--- config.mk ---
export PLATFORM = sky130hd
export DESIGN_NAME = receptor_spi_flat
export DESIGN_NICKNAME = d
export VERILOG_FILES = /design/src/rtl/receptor_spi_if.sv /design/src/rtl/receptor_spi.sv /design/src/flat_wrapper.sv
export SDC_FILE = /design/constraint.sdc
export NUM_CORES = 1
export LEC_CHECK = 0
export ABC_AREA = 1
export CAP_MARGIN = 20
export CORE_AREA = 2 2 68 118
export CTS_BUF_LIST = sky130_fd_sc_hd__clkbuf_4 sky130_fd_sc_hd__clkbuf_8
export DETAILED_ROUTE_END_ITERATION = 7
export DIE_AREA = 0 0 70 120
export PLACE_DENSITY = 0.62
export SYNTH_ARGS = -nofsm -noshare
export SYNTH_HDL_FRONTEND = slang
export SYNTH_SLANG_ARGS = --single-unit
--- constraint.sdc ---
create_clock -name clk_i -period 1.9 [get_ports clk_i]
set_input_delay 0.38 -clock clk_i [delete_from_list [all_inputs] [get_ports clk_i]]
set_output_delay 0.38 -clock clk_i [all_outputs]
set_load 0.01 [all_outputs]
--- src/rtl/receptor_spi_if.sv ---
// rtl/receptor_spi_if.sv - handshake/bus bundle for the SPI receive engine (RX_DESBORDE_EN adds desborde_o)
interface receptor_spi_if;
    logic       start_i;
    logic [7:0] n_bytes_i;
    logic       miso_i;
    logic       sclk_o;
    logic       cs_o;
    logic [7:0] dato_o;
    logic       we_o;
    logic [7:0] direccion_o;
    logic       busy_o;
    logic       rx_done_o;
`ifdef RX_DESBORDE_EN
    logic       desborde_o;

    modport master (
        output start_i, n_bytes_i, miso_i,
        input  sclk_o, cs_o, dato_o, we_o, direccion_o, busy_o, rx_done_o, desborde_o
    );
    modport slave (
        input  start_i, n_bytes_i, miso_i,
        output sclk_o, cs_o, dato_o, we_o, direccion_o, busy_o, rx_done_o, desborde_o
    );
`else
    modport master (
        output start_i, n_bytes_i, miso_i,
        input  sclk_o, cs_o, dato_o, we_o, direccion_o, busy_o, rx_done_o
    );
    modport slave (
        input  start_i, n_bytes_i, miso_i,
        output sclk_o, cs_o, dato_o, we_o, direccion_o, busy_o, rx_done_o
    );
`endif
endinterface

--- src/rtl/receptor_spi.sv ---
// rtl/receptor_spi.sv - SPI mode-0 receiver writing bytes to sequential addresses (RX_DESBORDE_EN: sticky wrap flag)
module receptor_spi #(
    parameter int DIV_SCLK = 4
) (
    input  logic               clk_i,
    input  logic               reset_i,
    receptor_spi_if.slave      bus
);
    typedef enum logic [2:0] {IDLE, SELECT, SHIFT, STORE, DONE} state_t;

    localparam logic [7:0] DIV_FULL = 8'(DIV_SCLK);
    localparam logic [7:0] DIV_LAST = 8'(DIV_SCLK - 1);

    state_t     state;
    logic [7:0] cnt;
    logic [4:0] half;
    logic [8:0] remaining;
    logic [7:0] shreg;

    always_ff @(posedge clk_i or posedge reset_i) begin
        if (reset_i) begin
            state           <= IDLE;
            cnt             <= '0;
            half            <= '0;
            remaining       <= '0;
            shreg           <= '0;
            bus.sclk_o      <= 1'b0;
            bus.cs_o        <= 1'b1;
            bus.dato_o      <= '0;
            bus.we_o        <= 1'b0;
            bus.direccion_o <= '0;
            bus.busy_o      <= 1'b0;
            bus.rx_done_o   <= 1'b0;
`ifdef RX_DESBORDE_EN
            bus.desborde_o  <= 1'b0;
`endif
        end else begin
            bus.we_o      <= 1'b0;
            bus.rx_done_o <= 1'b0;
            // Address advances the cycle after each strobe, so it reads as the write address during we_o
            if (bus.we_o) begin
                bus.direccion_o <= bus.direccion_o + 8'd1;
`ifdef RX_DESBORDE_EN
                if (bus.direccion_o == 8'hFF)
                    bus.desborde_o <= 1'b1;
`endif
            end
            case (state)
                IDLE: begin
                    if (bus.start_i) begin
                        state      <= SELECT;
                        bus.cs_o   <= 1'b0;
                        bus.busy_o <= 1'b1;
                        cnt        <= '0;
                        remaining  <= (bus.n_bytes_i == 8'd0) ? 9'd256 : {1'b0, bus.n_bytes_i};
                    end
                end
                SELECT: begin
                    if (cnt == DIV_FULL) begin
                        state <= SHIFT;
                        cnt   <= '0;
                        half  <= '0;
                    end else begin
                        cnt <= cnt + 8'd1;
                    end
                end
                SHIFT: begin
                    if (half == 5'd16) begin
                        state      <= STORE;
                        bus.we_o   <= 1'b1;
                        bus.dato_o <= shreg;
                        remaining  <= remaining - 9'd1;
                    end else if (cnt == DIV_LAST) begin
                        cnt        <= '0;
                        half       <= half + 5'd1;
                        bus.sclk_o <= ~bus.sclk_o;
                        if (!bus.sclk_o)
                            shreg <= {shreg[6:0], bus.miso_i};
                    end else begin
                        cnt <= cnt + 8'd1;
                    end
                end
                STORE: begin
                    if (remaining == 9'd0) begin
                        state         <= DONE;
                        bus.cs_o      <= 1'b1;
                        bus.rx_done_o <= 1'b1;
                        bus.busy_o    <= 1'b0;
                    end else begin
                        state <= SHIFT;
                        cnt   <= '0;
                        half  <= '0;
                    end
                end
                DONE: state <= IDLE;
                default: state <= IDLE;
            endcase
        end
    end
endmodule

--- src/flat_wrapper.sv ---
// flat-port wrapper written by rule: the top's interface ports become plain ports
module receptor_spi_flat 
#(
    parameter int DIV_SCLK = 4
)
  (clk_i, reset_i, bus_start_i, bus_n_bytes_i, bus_miso_i, bus_sclk_o, bus_cs_o, bus_dato_o, bus_we_o, bus_direccion_o, bus_busy_o, bus_rx_done_o);
  receptor_spi_if bus_i ();
  input  logic clk_i;
  input  logic reset_i;
  input wire logic [$bits(bus_i.start_i)-1:0] bus_start_i;
  input wire logic [$bits(bus_i.n_bytes_i)-1:0] bus_n_bytes_i;
  input wire logic [$bits(bus_i.miso_i)-1:0] bus_miso_i;
  output wire logic [$bits(bus_i.sclk_o)-1:0] bus_sclk_o;
  output wire logic [$bits(bus_i.cs_o)-1:0] bus_cs_o;
  output wire logic [$bits(bus_i.dato_o)-1:0] bus_dato_o;
  output wire logic [$bits(bus_i.we_o)-1:0] bus_we_o;
  output wire logic [$bits(bus_i.direccion_o)-1:0] bus_direccion_o;
  output wire logic [$bits(bus_i.busy_o)-1:0] bus_busy_o;
  output wire logic [$bits(bus_i.rx_done_o)-1:0] bus_rx_done_o;
  assign bus_i.start_i = bus_start_i;
  assign bus_i.n_bytes_i = bus_n_bytes_i;
  assign bus_i.miso_i = bus_miso_i;
  assign bus_sclk_o = bus_i.sclk_o;
  assign bus_cs_o = bus_i.cs_o;
  assign bus_dato_o = bus_i.dato_o;
  assign bus_we_o = bus_i.we_o;
  assign bus_direccion_o = bus_i.direccion_o;
  assign bus_busy_o = bus_i.busy_o;
  assign bus_rx_done_o = bus_i.rx_done_o;
  receptor_spi #(.DIV_SCLK(DIV_SCLK)) u_core (.clk_i(clk_i), .reset_i(reset_i), .bus(bus_i));
endmodule
==> results.py <==
metrics = {
    "worst_setup_path": {
        "crit_start": "u_core.bus.cs_o",
        "worst-r2r-setup-slack_ns": 0.25,
        "critical_path_required_ns": 1.52,
        "crit_family": "buffers and inverters",
        "path_cells": "clkdlybuf4s50_1",
        "r2r-start": "u_core.remaining[0]",
        "endpoint": "bus_cs_o",
        "cp.buffers_inverters": 1,
        "slowest_delay_ns": 0.55,
        "worst_path_max_delay_cell": "clkdlybuf4s50_1",
        "rr_worst_depth": 9,
        "startpoint_type": "flip-flop",
        "cp.arrival_ns": 1.41,
        "crit_fanout": 2,
        "critical_path_class": "reg2out",
        "cp-end-kind": "primary output",
        "cp.depth": 1,
        "r2r_end": "u_core.cnt[7]",
    },
    "cts": {
        "root_buffer": "clkbuf_8",
        "cts_buffers": 5,
        "insertion_delay_ns": 0.32,
        "cts_buffer_depth": 2,
        "cts-htree-levels": 2,
        "clkSlewWorstSetupHoldPaths_ns": 0.10,
        "cts.sinks": 54,
        "ctsHoldBuffers": 0,
        "cts_tree": "done",
    },
    "cells_and_area": {
        "final_layout_size_suffix_gt1_share_pct": 10.71,
        "nNetsFinal": 428,
        "fillerInstances": 742,
        "antenna_cells": 0,
        "final_cell_mix": "120 x nand2_1, 53 x dfrtp_1, 40 x inv_1",
        "final_common_cell": "nand2_1",
        "post-route-cell-area_um2": 3470,
        "area_growth_pct": 20.25,
    },
    "logic_synthesis": {
        "ys_async_sr_fraction_pct": 100.0,
        "synth_cell_types": 36,
        "syn-num-nets": 386,
        "synth-seq-area-share_pct": 46.88,
        "syn_avg_cell_area_um2": 7.840,
        "ys_seq_elements": 54,
        "netlist_area_um2": 2885,
        "yosys_warnings": 0,
        "synth_cells": 368,
        "synth-main-ff-cell": "dfrtp_1",
        "synth-edff-count": 0,
    },
    "placed_design": {
        "numPortBuffers": 32,
        "pre_cts_slack_ns": 0.1327,
        "dp_hpwl_um": 4524,
        "post_dp_cell_area_um2": 3359,
        "gp_congestion": 0.8326,
    },
    "route": {
        "wl_per_cell_um": 12.04,
        "drtPass1Iterations": 4,
        "drt_iter0_markers": 139,
        "vias": 2400,
        "ant_nets": 0,
        "drc_errors": 0,
        "vias_per_cell": 4.810,
        "totalWireLength_um": 6007,
    },
    "timing": {
        "worst_pin_slew_ns": 0.3546,
        "hold_slack_ns": 0.3411,
        "setup_viol": 0,
        "hold_viol": 0,
        "skew_ns": 0.01169,
        "max_freq_ghz": 0.5591,
        "relSlewSlack_pct": 76.14,
        "tns_ns": 0,
        "setup_ws_ns": 0.1114,
        "slew_viol_final": 0,
        "period_needed_ns": 1.789,
        "final.period_utilization_pct": 94.13,
        "rsz0062_at_grt": "no",
    },
    "die": {
        "io_pins": 33,
        "start_util_pct": 38.67,
        "coreArea_um2": 7462,
        "dieArea_um2": 8400,
        "die_x_um": 70,
        "num_rows": 42,
        "fp.dieH_um": 120,
    },
    "grt": {
        "grt_most_used_layer": "met2",
        "antenna_found_initial": 0,
        "grt_pass1_vias": 2271,
        "gr-usage-met1_pct": 17.05,
        "grt_util_all_layers_pct": 15.24,
        "overflow": 0,
        "grt_use_met2_pct": 27.50,
        "grt_pass1_wl_um": 10260,
        "grt_max_degree": 30,
        "use_met3_pct": 2.603,
    },
    "worst_hold_path": {
        "hp-class": "in2async",
    },
    "pwr": {
        "powerDensity_nw_per_um2": 558.0,
        "finalPower_mw": 1.936,
        "power_leakage_nw": 1.756,
        "peakVddDrop_mv": 0.5438,
    },
    "run": {
        "drv_cap": 0,
    },
    "outcome": {
        "status": "finished, final reports clean",
    },
}
-- power by group --
group,internal (mW),switching (mW)
clock,0.301,0.410
combinational,0.0307,0.0357
sequential,1.15,0.00363
-- state kept, by name, summed over array words and instances, names as in the netlist --
signal and cells:
u_core.half 5, u_core.cnt 8, u_core.shreg 8, u_core.bus.rx_done_o 1
u_core.bus.we_o 1, u_core.bus.direccion_o 8, u_core.remaining 9, u_core.bus.cs_o 1
u_core.bus.sclk_o 1, u_core.bus.busy_o 1, u_core.bus.dato_o 8, u_core.state 3
-- kinds of logic after synthesis --
group / after synthesis / synth area share (%)
and+or+nand+nor: 197 / 30.05
buffers and inverters: 54 / 7.719
DFF: 54 / 46.88
AOI/OAI and AO/OA: 44 / 8.804
xor gates and xnor gates: 13 / 3.946
adders and majority gates: 6 / 2.602
-- per-stage QoR --
stage               instances  utilization (%)
floorplan                 368                -
global placement          491            45.02
detailed placement        491            45.02
CTS                       499            46.36
global route              499            46.50
finish                    499            46.50
-- how the worst min path moves through the flow --
stage | from | slack, ns | end
2_1_floorplan | u_core.shreg[7] | 0.44 | u_core.bus.dato_o[7]
3_3_place_gp | u_core.bus.busy_o | 0.46 | u_core.bus.busy_o
3_5_place_dp | u_core.bus.busy_o | 0.47 | u_core.bus.busy_o
4_1_cts | reset_i | 0.35 | u_core.bus.direccion_o[0]
5_1_grt | reset_i | 0.36 | u_core.bus.direccion_o[1]
6_report | reset_i | 0.34 | u_core.bus.direccion_o[1]
-- layer usage --
metal / vias to the layer above / wire [um]
li1: 1245 / -
met1: 1124 / 2530
met2: 21 / 3194
met3: 10 / 100
met4: 0 / 182
met5: - / 0
-- layout make-up --
type | count | area (um2) | share of cell area [%]
Clock inverter | 2 | 17.52 | 0.5049
Multi-Input combinational cell | 260 | 1320 | 38.05
Timing Repair Buffer | 42 | 407.9 | 11.76
Inverter | 47 | 178.9 | 5.157
Clock buffer | 6 | 82.58 | 2.380
Sequential cell | 54 | 1353 | 38.98
Tap cell | 88 | 110.1 | 3.173
-- timing repair --
item,CTS,global route
setup endpoints to repair,0,12
buffers inserted,0,0
resized for setup,0,2
-- cell usage after synthesis (5+ instances only) --
master	number	area [um2]
nor2_1	29	108.9
nand3_1	27	135.1
ha_1	6	75.07
o21ai_2	5	43.79
buf_2	5	25.02
xor2_1	9	78.83
nand2_1	120	450.4
o21ai_0	25	125.1
dfrtp_1	53	1326
inv_1	41	153.9
inv_2	5	18.77
No activity file was read; power rests on OpenSTA's default activity.
==> edit 1: new RTL, same settings <==
Re-encode `state_t` (5 states) as one-hot, 5 bits wide.
--- a/src/rtl/receptor_spi.sv
+++ b/src/rtl/receptor_spi.sv
@@ -8,3 +8,3 @@
 );
-    typedef enum logic [2:0] {IDLE, SELECT, SHIFT, STORE, DONE} state_t;
+    typedef enum logic [4:0] {IDLE = 5'b00001, SELECT = 5'b00010, SHIFT = 5'b00100, STORE = 5'b01000, DONE = 5'b10000} state_t;
 
Function: same outputs for any inputs over 10 cycles, from zero or initial values and one cycle with reset_i high; not proved beyond that.
==> edit 1 against the original RTL <==
  * Cell area increased by 7.1%
  * Critical path depth rose by 6
  * Utilization increased by 3.3 points
  * Count of clock-buffer cells in the layout unchanged
  * Worst setup slack gained 0.040 ns
  * Cell count is 10% higher
  * Critical endpoint is now u_core.cnt[1]
  * Routed wire length increased by 17%
  * Clock skew is 0.0030 ns higher
  * Sequential cell count up 2
  * Register-to-register slack got worse by 0.099 ns
  * Synthesized area rose by 8.2%
Power is not compared: it rests on default switching activity, and its combinational part moved more than twofold at a synthesized area within 25%.
==> edit 1: results (changes against the original RTL) <==
run status=finished clean; fin cells=551 (+10%); Gate Count Post-Synth=420 (+14%); vias in the first global route=2,772 (+22%); Final Skew=0.0147 ns (+0.00301 ns); met1 usage=0.186 (+0.0154); initial drt markers=127 (-8.6%); nets@finish=480 (+12%); fill cell count=776 (+4.6%); crit-path max FO=9 (+7); first-pass GRT wire length=12,100 µm (+18%); pre-CTS setup slack=0.147 ns (+0.0138 ns); final wirelength=7010 µm (+17%); Synth top cells by count=nand2_1, inv_1, dfrtp_1; Global Route Usage Sum=0.180 (+0.0274); post-synthesis sequential area ratio=0.450 (-0.0191); worst reg-to-reg path cell count=7 (-2); largest net degree at the start of global routing=25 (-17%); DP Cell Count=543 (+11%); layout cell share with drive strength beyond 1=0.0907 (-0.0163); Post-DP Area=0.00362 mm² (+7.8%); CP peak stage delay=0.42 ns (-0.13 ns); Synth cell types=29 (-19%); Final GP Congestion=0.865 (+3.9%); synth top area cells=dfrtp_1, nand2_1, nand3_1, inv_1, nor2_1; DP Wirelength=5360 µm (+18%); Pre-antenna DRT Iters=6 (+2); vias per cell=4.99 (+3.8%); synthesized net count=438 (+13%); slowest CP cell=dfrtp_1; CP Data Arrival Time=2.00 ns (+0.59 ns)
edit 1: cell count changes in the layout (fill, tap and decap cells not counted), sizes merged, moves of 3 or more:
cell	delta
inv	+17
nand3	+21
o21bai	+4
nor3	-3
a21oi	+4
nor2	+18
edit 1: cells by family (layout without fill, tap and decap cells):
logic type	count (synthesis)	after routing	share of synthesized area
buffers and inverters	72	115	0.0934
DFF	56	56	0.450
adders and majority gates	6	6	0.0240
and+or+nand+nor	231	231	0.327
AOI/OAI and AO/OA	45	45	0.0774
xor gates and xnor gates	10	10	0.0281
edit 1: path summary, 6_finish.rpt:
check                                startpoint                    to  slack [ns]
max in group asynchronous               reset_i       u_core.shreg[0]        1.10
max                             u_core.state[3]         u_core.cnt[1]        0.15
min                                     reset_i        u_core.half[1]        0.36
min in group clk_i         u_core.bus.dato_o[7]  u_core.bus.dato_o[7]        0.49
max reg2reg                     u_core.state[3]         u_core.cnt[1]        0.15
min reg2reg                u_core.bus.dato_o[7]  u_core.bus.dato_o[7]        0.49
edit 1: layout make-up:
type	instances	area share
clock inverters	2	0.00438
well taps	88	0.0296
inverters	64	0.0646
clock buffers	6	0.0205
flip-flops and latches	56	0.378
multi-input cells	292	0.385
repair buffers	43	0.119
edit 1: critical path: cells and delay by family (launching register included):
kind | cells | cell delay, ns
simple gates | 7 | 1.27
flops | 1 | 0.42
edit 1: power groups by stage:
stage / Sequential (mW) / Clock (mW) / Combinational, mW
after floorplan: 1.51 / 0 / 1.05
after global placement: 1.53 / 0 / 1.40
after detailed placement: 1.54 / 0 / 1.42
after CTS: 1.51 / 0.711 / 1.43
after global routing: 1.54 / 0.751 / 1.62
final: 1.52 / 0.673 / 1.41
edit 1: per-layer routing:
metal | share of wire | vias to the layer above
met2 | 0.55 | 51
li1 | - | 1397
met1 | 0.39 | 1288
met5 | 0 | -
met3 | 0.026 | 15
met4 | 0.032 | 0
edit 1: stage by stage:
stage,hold WS (ns),util
after floorplan,0.442,-
after global placement,0.460,0.485
after detailed placement,0.469,0.485
after CTS,0.368,0.498
after global routing,0.394,0.498
final,0.361,0.498
==> edit 2: new RTL, same settings <==
Without the edit above. Make the reset (`reset_i`) synchronous in one clocked block.
--- a/src/rtl/receptor_spi.sv
+++ b/src/rtl/receptor_spi.sv
@@ -19,3 +19,3 @@
 
-    always_ff @(posedge clk_i or posedge reset_i) begin
+    always_ff @(posedge clk_i) begin
         if (reset_i) begin
Behaviour: differs if reset_i is asserted again (counterexample within 4 cycles, from zero or initial values and one cycle with reset_i high); with reset_i held inactive, the same outputs for 10 cycles.
==> edit 2 against the original RTL <==
  * Worst setup slack better by 0.072 ns
  * Worst hold slack better by 0.13 ns
  * Synthesized area is 6.5% lower
  * Synthesized cell count is 9.0% higher
  * Sequential cell count stayed put
  * Count of clock-buffer cells in the layout is 1 lower
  * Cell area is 6.2% lower
  * Routed wire length is 3.8% higher
  * Critical path type unchanged
  * Largest cell class is now multi-input gates
  * Highest routed layer unchanged
Power is not compared: it rests on default switching activity, and its combinational part moved more than twofold at a synthesized area within 25%.
==> edit 2: results (changes against the original RTL) <==
YS warnings=0 (unchanged); first-pass GRT wire length=10,700 µm (+4.7%); synthesized net count=419 (+8.5%); initial drt markers=96 (-31%); I/O Buffers=32 (unchanged); Final Skew=0.00759 ns (-0.00409 ns); crit-path max FO=7 (+5); CTS Buf Count=5 (unchanged); Final GP Congestion=0.871 (+4.6%); H-tree depth=2 (unchanged); Synth top area share=0.401 (-0.0587); CP delay by family, top=buffers and inverters; fmax=583 MHz (+4.2%); slowest CP cell=clkdlybuf4s50_1; Pre-antenna DRT Iters=6 (+2); CP peak stage delay=0.57 ns (+0.02 ns); ANT cells=0 (unchanged); Max clock buf depth=2 (unchanged); pre-CTS setup slack=0.0441 ns (-0.0886 ns); Leak Pwr=1.40 nW; DRC viols=0 (unchanged); Synth top cells by count=nand2_1, nor2_1, dfxtp_1; run status=finished clean; Final Hold Slack=0.468 ns (+0.127 ns); DP Wirelength=4670 µm (+3.3%); Root Buffer=clkbuf_8; initial antenna violation count=0 (unchanged); Worst-path clk slew=0.11 ns; CP Data Arrival Time=1.34 ns (-0.07 ns); Post-CTS Setup Inserts=0 (unchanged); synth top area cells=dfxtp_1, nand2_1, nor2_1, a21oi_1, o21ai_0; post-synthesis sequential area ratio=0.401 (-0.0678); worst-skew pair later-pin latency=0.31 ns; Global Route Usage Sum=0.155 (+0.00227); # resized after CTS=0 (unchanged); Largest register FFs=9 (unchanged); wire per inst=11.9 µm (-1.5%); worst slew pin tran=0.384 ns (+0.0295 ns); HP Class=reg2reg; FF-to-FF setup slack=0.20 ns (-0.05 ns); layout cell share with drive strength beyond 1=0.0868 (-0.0203); largest net degree at the start of global routing=20 (-33%); Biggest register=u_core.remaining; vias per cell=4.86 (+1.1%); VDD IR max=0.665 mV; vias in the first global route=2,439 (+7.4%); nets@finish=455 (+6.3%); asr flop ratio synth=0 (-1.00); Synth cell types=31 (-14%)
[edit 2: path summary, 6_finish.rpt]
check	end	from	cells after the start
max reg2reg	u_core.cnt[3]	u_core.half[0]	11
min	u_core.bus.direccion_o[7]	u_core.bus.direccion_o[7]	1
max	bus_we_o	u_core.bus.we_o	1
min reg2reg	u_core.bus.direccion_o[7]	u_core.bus.direccion_o[7]	1
[edit 2: area by class of cell]
class / count / area [µm²]
fillers: 786 / 4210
multi-input cells: 298 / 1430
flip-flops and latches: 54 / 1080
repair buffers: 39 / 373
inverters: 39 / 149
well taps: 88 / 110
clock buffers: 5 / 68.8
clock inverters: 3 / 47.5
[edit 2: logic make-up after synthesis]
| family | count (synthesis) | synth area share |
|---|---|---|
| flip-flops | 54 | 0.401 |
| buffers and inverters | 49 | 0.0752 |
| adder cells (fa/ha/maj) | 6 | 0.0278 |
| XOR/XNOR | 1 | 0.00325 |
| AND/OR/NAND/NOR | 217 | 0.348 |
| AO/OA/AOI/OAI | 74 | 0.145 |
[edit 2: metal layers]
metal / GRT usage / vias up / wire [µm]
met5: 0 / - / 0
met4: 0.0469 / 0 / 76
met3: 0.0285 / 5 / 167
met2: 0.305 / 29 / 3430
met1: 0.160 / 1168 / 2560
li1: - / 1355 / -
[edit 2: report_power, final]
part / internal (mW) / switching (mW)
registers: 1.26 / 0.127
logic: 0.406 / 0.682
clock network: 0.403 / 0.403
[edit 2: per-stage QoR]
| stage | std cells | util | power, mW | instance area [µm²] |
|---|---|---|---|---|
| 2_1_floorplan | 401 | - | 2.20 | 2700 |
| 3_3_place_gp | 518 | 0.419 | 2.48 | 3120 |
| 3_5_place_dp | 518 | 0.419 | 2.50 | 3120 |
| 4_1_cts | 526 | 0.434 | 3.31 | 3240 |
| 5_1_grt | 526 | 0.436 | 3.54 | 3260 |
| 6_report | 526 | 0.436 | 3.28 | 3260 |
